==> config.mk <==
export PLATFORM = sky130hd
export DESIGN_NAME = vector_slice_sched
export DESIGN_NICKNAME = d
export VERILOG_FILES = /design/src/rtl/vector_slice_pkg.sv /design/src/rtl/slice_unit.sv /design/src/rtl/vector_slice_sched.sv
export SDC_FILE = /design/constraint.sdc
export NUM_CORES = 1
export LEC_CHECK = 0
export CAP_MARGIN = 20
export CELL_PAD_IN_SITES_DETAIL_PLACEMENT = 0
export CELL_PAD_IN_SITES_GLOBAL_PLACEMENT = 1
export CORE_MARGIN = 2
export CORE_UTILIZATION = 42
export CTS_BUF_LIST = sky130_fd_sc_hd__clkbuf_2
export CTS_CLUSTER_SIZE = 24
export DETAILED_ROUTE_END_ITERATION = 8
export PLACE_DENSITY_LB_ADDON = 0.1
export SKIP_CTS_REPAIR_TIMING = 1
export SYNTH_ARGS = -nofsm -noshare
export SYNTH_HDL_FRONTEND = slang
export SYNTH_HIERARCHICAL = 1
export SYNTH_SLANG_ARGS = --single-unit
==> constraint.sdc <==
create_clock -name clk -period 2.7 [get_ports clk]
set_clock_uncertainty 0.15 [all_clocks]
set_input_delay 0.54 -clock clk [delete_from_list [all_inputs] [get_ports clk]]
set_output_delay 0.54 -clock clk [all_outputs]
set_load 0.01 [all_outputs]
==> src/rtl/vector_slice_pkg.sv <==
`default_nettype none
// ============================================================================
// vector_slice_pkg: shared defaults and state encoding for vector_slice_sched
// Rev 1.0
// ============================================================================
package vector_slice_pkg;

  localparam int DEF_NUM_SLICES = 3;
  localparam int DEF_SLICE_W    = 12;
  localparam int DEF_IDX_W      = 2;

  typedef enum logic [1:0] {
    IDLE = 2'd0,
    RUN  = 2'd1,
    DONE = 2'd2
  } state_t;

endpackage
`default_nettype wire

==> src/rtl/slice_unit.sv <==
`default_nettype none
// ============================================================================
// slice_unit: combinational per-4-bit-group inverter / OAI222 slice function
// Rev 1.0
// ============================================================================
module slice_unit
  import vector_slice_pkg::*;
#(
  parameter int SLICE_W = DEF_SLICE_W
) (
  input  logic [SLICE_W-1:0] a,
  input  logic [SLICE_W-1:0] b,
  output logic [SLICE_W-1:0] c
);

  localparam int NUM_GROUPS = SLICE_W / 4;

  for (genvar g = 0; g < NUM_GROUPS; g++) begin : g_group
    assign c[4*g]   = ~a[4*g];
    assign c[4*g+1] = ~b[4*g];
    assign c[4*g+2] = ~b[4*g+1];
    // Single OAI222 term.
    assign c[4*g+3] = ~((a[4*g+1] | a[4*g+2]) &
                        (b[4*g+1] | b[4*g+2]) &
                        (a[4*g+3] | b[4*g+3]));
  end

endmodule
`default_nettype wire

==> src/rtl/vector_slice_sched.sv <==
`default_nettype none
// ============================================================================
// vector_slice_sched: runs a wide operand pair through one shared slice_unit,
// one lane per cycle, and returns the assembled result on valid/ready.
// Rev 1.0
// ============================================================================
module vector_slice_sched
  import vector_slice_pkg::*;
#(
  parameter int NUM_SLICES = DEF_NUM_SLICES,
  parameter int SLICE_W    = DEF_SLICE_W,
  parameter int IDX_W      = DEF_IDX_W
) (
  input  logic                          clk,
  input  logic                          rst_n,
  input  logic                          flush,
  input  logic                          in_valid,
  output logic                          in_ready,
  input  logic [NUM_SLICES*SLICE_W-1:0] in_a,
  input  logic [NUM_SLICES*SLICE_W-1:0] in_b,
  output logic                          out_valid,
  input  logic                          out_ready,
  output logic [NUM_SLICES*SLICE_W-1:0] out_c,
  output logic                          busy,
  output logic [IDX_W-1:0]              slice_idx
);

  localparam logic [IDX_W-1:0] C_LAST_IDX = IDX_W'(NUM_SLICES - 1);

  state_t                               r_state;
  state_t                               w_state_nxt;
  logic [IDX_W-1:0]                     r_idx;
  logic [NUM_SLICES-1:0][SLICE_W-1:0]   r_a;
  logic [NUM_SLICES-1:0][SLICE_W-1:0]   r_b;
  logic [NUM_SLICES-1:0][SLICE_W-1:0]   r_c;
  logic [SLICE_W-1:0]                   w_slice_c;
  logic                                 w_accept;
  logic                                 w_last;

  assign in_ready  = (r_state == IDLE);
  assign busy      = (r_state != IDLE);
  assign out_valid = (r_state == DONE);
  assign out_c     = r_c;
  assign slice_idx = r_idx;
  assign w_accept  = in_valid & in_ready & ~flush;
  assign w_last    = (r_idx == C_LAST_IDX);

  slice_unit #(
    .SLICE_W (SLICE_W)
  ) u_slice_unit (
    .a (r_a[r_idx]),
    .b (r_b[r_idx]),
    .c (w_slice_c)
  );

  always_comb begin
    w_state_nxt = r_state;
    case (r_state)
      IDLE:    if (w_accept) w_state_nxt = RUN;
      RUN:     if (w_last) w_state_nxt = DONE;
      DONE:    if (out_ready) w_state_nxt = IDLE;
      default: w_state_nxt = IDLE;
    endcase
    if (flush) w_state_nxt = IDLE;
  end

  always_ff @(posedge clk or negedge rst_n) begin
    if (!rst_n) begin
      r_state <= IDLE;
      r_idx   <= '0;
      r_a     <= '0;
      r_b     <= '0;
      r_c     <= '0;
    end else begin
      r_state <= w_state_nxt;
      if (flush) begin
        // Abort keeps the result register; only sequencing is reset.
        r_idx <= '0;
      end else begin
        case (r_state)
          IDLE: begin
            if (w_accept) begin
              r_a   <= in_a;
              r_b   <= in_b;
              r_idx <= '0;
            end
          end
          RUN: begin
            r_c[r_idx] <= w_slice_c;
            r_idx      <= w_last ? '0 : r_idx + 1'b1;
          end
          DONE:    r_idx <= '0;
          default: r_idx <= '0;
        endcase
      end
    end
  end

endmodule
`default_nettype wire

==> results_dict.tcl, run 1 <==
set metrics [dict create \
    status "completed" \
    fin_area_sq_um 6610 \
    period_share_pct 93.7 \
    syn_area_sq_um 5150 \
    clock_path_buffers 2 \
    grt_max_degree 44 \
    clkTransAtPathRegs_ps 280 \
    start_util_pct 42.9 \
    drive_gt1_share_pct 31.7 \
    slew_violations 0 \
    r2r-start "slice_idx[0]$_DFFE_PN0P_" \
    placedCellCount 607 \
    ys_types 27 \
    synth_top_family_by_area "multiplexers" \
    cts-buffers-inserted 9 \
    grt_pass1_wl_um 17400 \
    cp_max_fo 11 \
    grt_pass1_vias 3222 \
    fp.coreArea_sq_um 12000 \
    dpl.hpwl_um 8100 \
    synth_edf_count 0 \
    rsz0062_at_grt "no" \
    finalHoldViolations 0 \
    cp.required_ps 2010 \
    clk_latency_ps 590 \
    area_growth_pct 28.1 \
    rows 40 \
    drt-total-wl_um 11000 \
    antenna_found_initial 0 \
    drt_iter0_drc 107 \
    fillers 1057 \
    multi_input_area_sq_um 2100 \
    netlist_instances 345 \
    ys.warnings.count 6 \
    place_area_sq_um 6510 \
    h-tree-depth 3 \
    synth_top_cell_area_share_pct 54.4 \
    syn_nets 422 \
    synth_compound_area_share_pct 3.86 \
    crit_family "flip-flops" \
    crit_buf_inv 1 \
    synth_top_area_cell "dfrtp_1" \
    syn_avg_cell_area_sq_um 14.9 \
    wire_per_inst_um 17.6 \
    synth_fa_ha_area_share_pct 0 \
    worst_ir_drop_vdd_uv 365 \
    power_mw 4.45 \
    r2r_cells 7 \
    setup_viol 0 \
    maxCapViolations 0 \
    cp.arrival_ps 1840 \
    fp.dieW_um 115 \
    drc 0 \
    layout_commonest_cell "clkdlybuf4s50_1" \
    fin_cells 624 \
    die_area_sq_um 13200 \
    setup_tns_ps 0 \
    die_h_um 115 \
    gr-total-overflow 0 \
    endpoint_kind "output pin" \
    power.density_nw_per_um2 673 \
    p_leak_nw 2.86 \
    post-route-min-period_ps 2530 \
    synth-simple-area-share_pct 3.45 \
    vias 3113 \
    nNetsFinal 549 \
    ys_seq_area_share_pct 54.4 \
    finish.utilization_pct 55.0 \
    dp_slack_ps 303 \
    slowest_delay_ps 650 \
    root_buffer "clkbuf_2" \
    first_pass_iters 4 \
    worst_setup_path_start_kind "flop" \
    synth.area.mux_share_pct 33.3 \
    slew_headroom_pct 58.9 \
    yosys-top-cells-area "dfrtp_1 (54%), mux2_4 (20%), mux2_2 (8.3%)" \
    via_per_inst 4.99 \
    synth_seq_cells 112 \
    layout.cells.most_common_list "clkdlybuf4s50_1 (116), dfrtp_1 (110), mux2_4 (70)" \
    path_depth 1 \
    hp-class "input pin to asynchronous set/reset pin" \
    startpoint "slice_idx[0]$_DFFE_PN0P_" \
    final-seq-area_sq_um 2810 \
    crit_chain "clkdlybuf4s50_1" \
    grt.total_usage_pct 17.6 \
    place_congestion 0.706 \
    holdWs_ps 293 \
    async_flop_share_pct 100 \
    ios 118 \
    cts_tree "done" \
    clock_sinks 112 \
    io_buffers 117 \
    num_antenna_cells 0 \
    finalWorstSetupSlack_ps 170 \
    ant_nets 0 \
    synth_ff_type "dfrtp_1" \
    tightest_slew_ps 617 \
    fmax_ghz 0.395 \
    critPathKind "flop to output pin" \
    cp_slowest_cell "dfrtp_1" \
    synth-xor-area-share_pct 0 \
]
## report_power, final
part,internal (mW),switching (mW)
Clock,0.120,0.516
Sequential,2.08,0.230
Combinational,0.968,0.529
Total,3.17,1.28
## per-layer routing
layer | GRT usage [%] | wire length, um | share of wire (%)
met5 | 0 | 0 | 0
met1 | 22.6 | 4930 | 45
met2 | 29.5 | 5430 | 49
met4 | 4.10 | 94 | 0.86
met3 | 5.27 | 531 | 4.8
## synth_stat cells, types with 2 or more instances
cell type and count:
mux2_2 38, clkbuf_1 4, nor2_1 3, buf_12 7, buf_6 2, nand2_1 26, o21ai_2 3, o22a_1 3
inv_1 10, nor2b_1 2, dfrtp_1 112, buf_2 6, mux2i_1 24, mux2_4 70, o21ai_0 23
## cell families (layout without fill, tap and decap cells)
kind of cell	Yosys count	count (layout)
muxes	132	132
and+or+nand+nor	37	37
buffers and inverters	31	163
AOI/OAI and AO/OA	33	33
DFF	112	112
## sequential cells by signal, summed over array words and instances, names as in the netlist
name	cells
slice_idx	2
out_c	36
r_state	2
r_a	36
r_b	36
## path summary, 6_finish.rpt
path	to	slack (ps)
setup reg to reg	out_c[27]$_DFFE_PN0P_	510
hold / removal	r_b[5]$_DFFE_PN0P_	290
max in group asynchronous	slice_idx[1]$_DFFE_PN0P_	1420
setup / recovery	slice_idx[0]	170
hold reg to reg	out_c[25]$_DFFE_PN0P_	390
min in group clk	r_state[1]$_DFFE_PN0P_	340
## area by class of cell
class	instances	area share, %
multi-input cells	202	31.9
repair buffers	136	21.0
clock inverters	5	0.360
inverters	11	0.625
flip-flops and latches	112	42.5
clock buffers	11	0.833
well taps	147	2.78
Power figures use the tool's default switching activity.
==> run 2: changes to the inputs <==
--- a/config.mk
+++ b/config.mk
@@ -19,3 +19,4 @@
 export SYNTH_HDL_FRONTEND = slang
 export SYNTH_HIERARCHICAL = 1
 export SYNTH_SLANG_ARGS = --single-unit
+export TNS_END_PERCENT = 1
==> results of run 2 <==
Same layout as run 1: the final DEF is identical, and so are final timing and power.
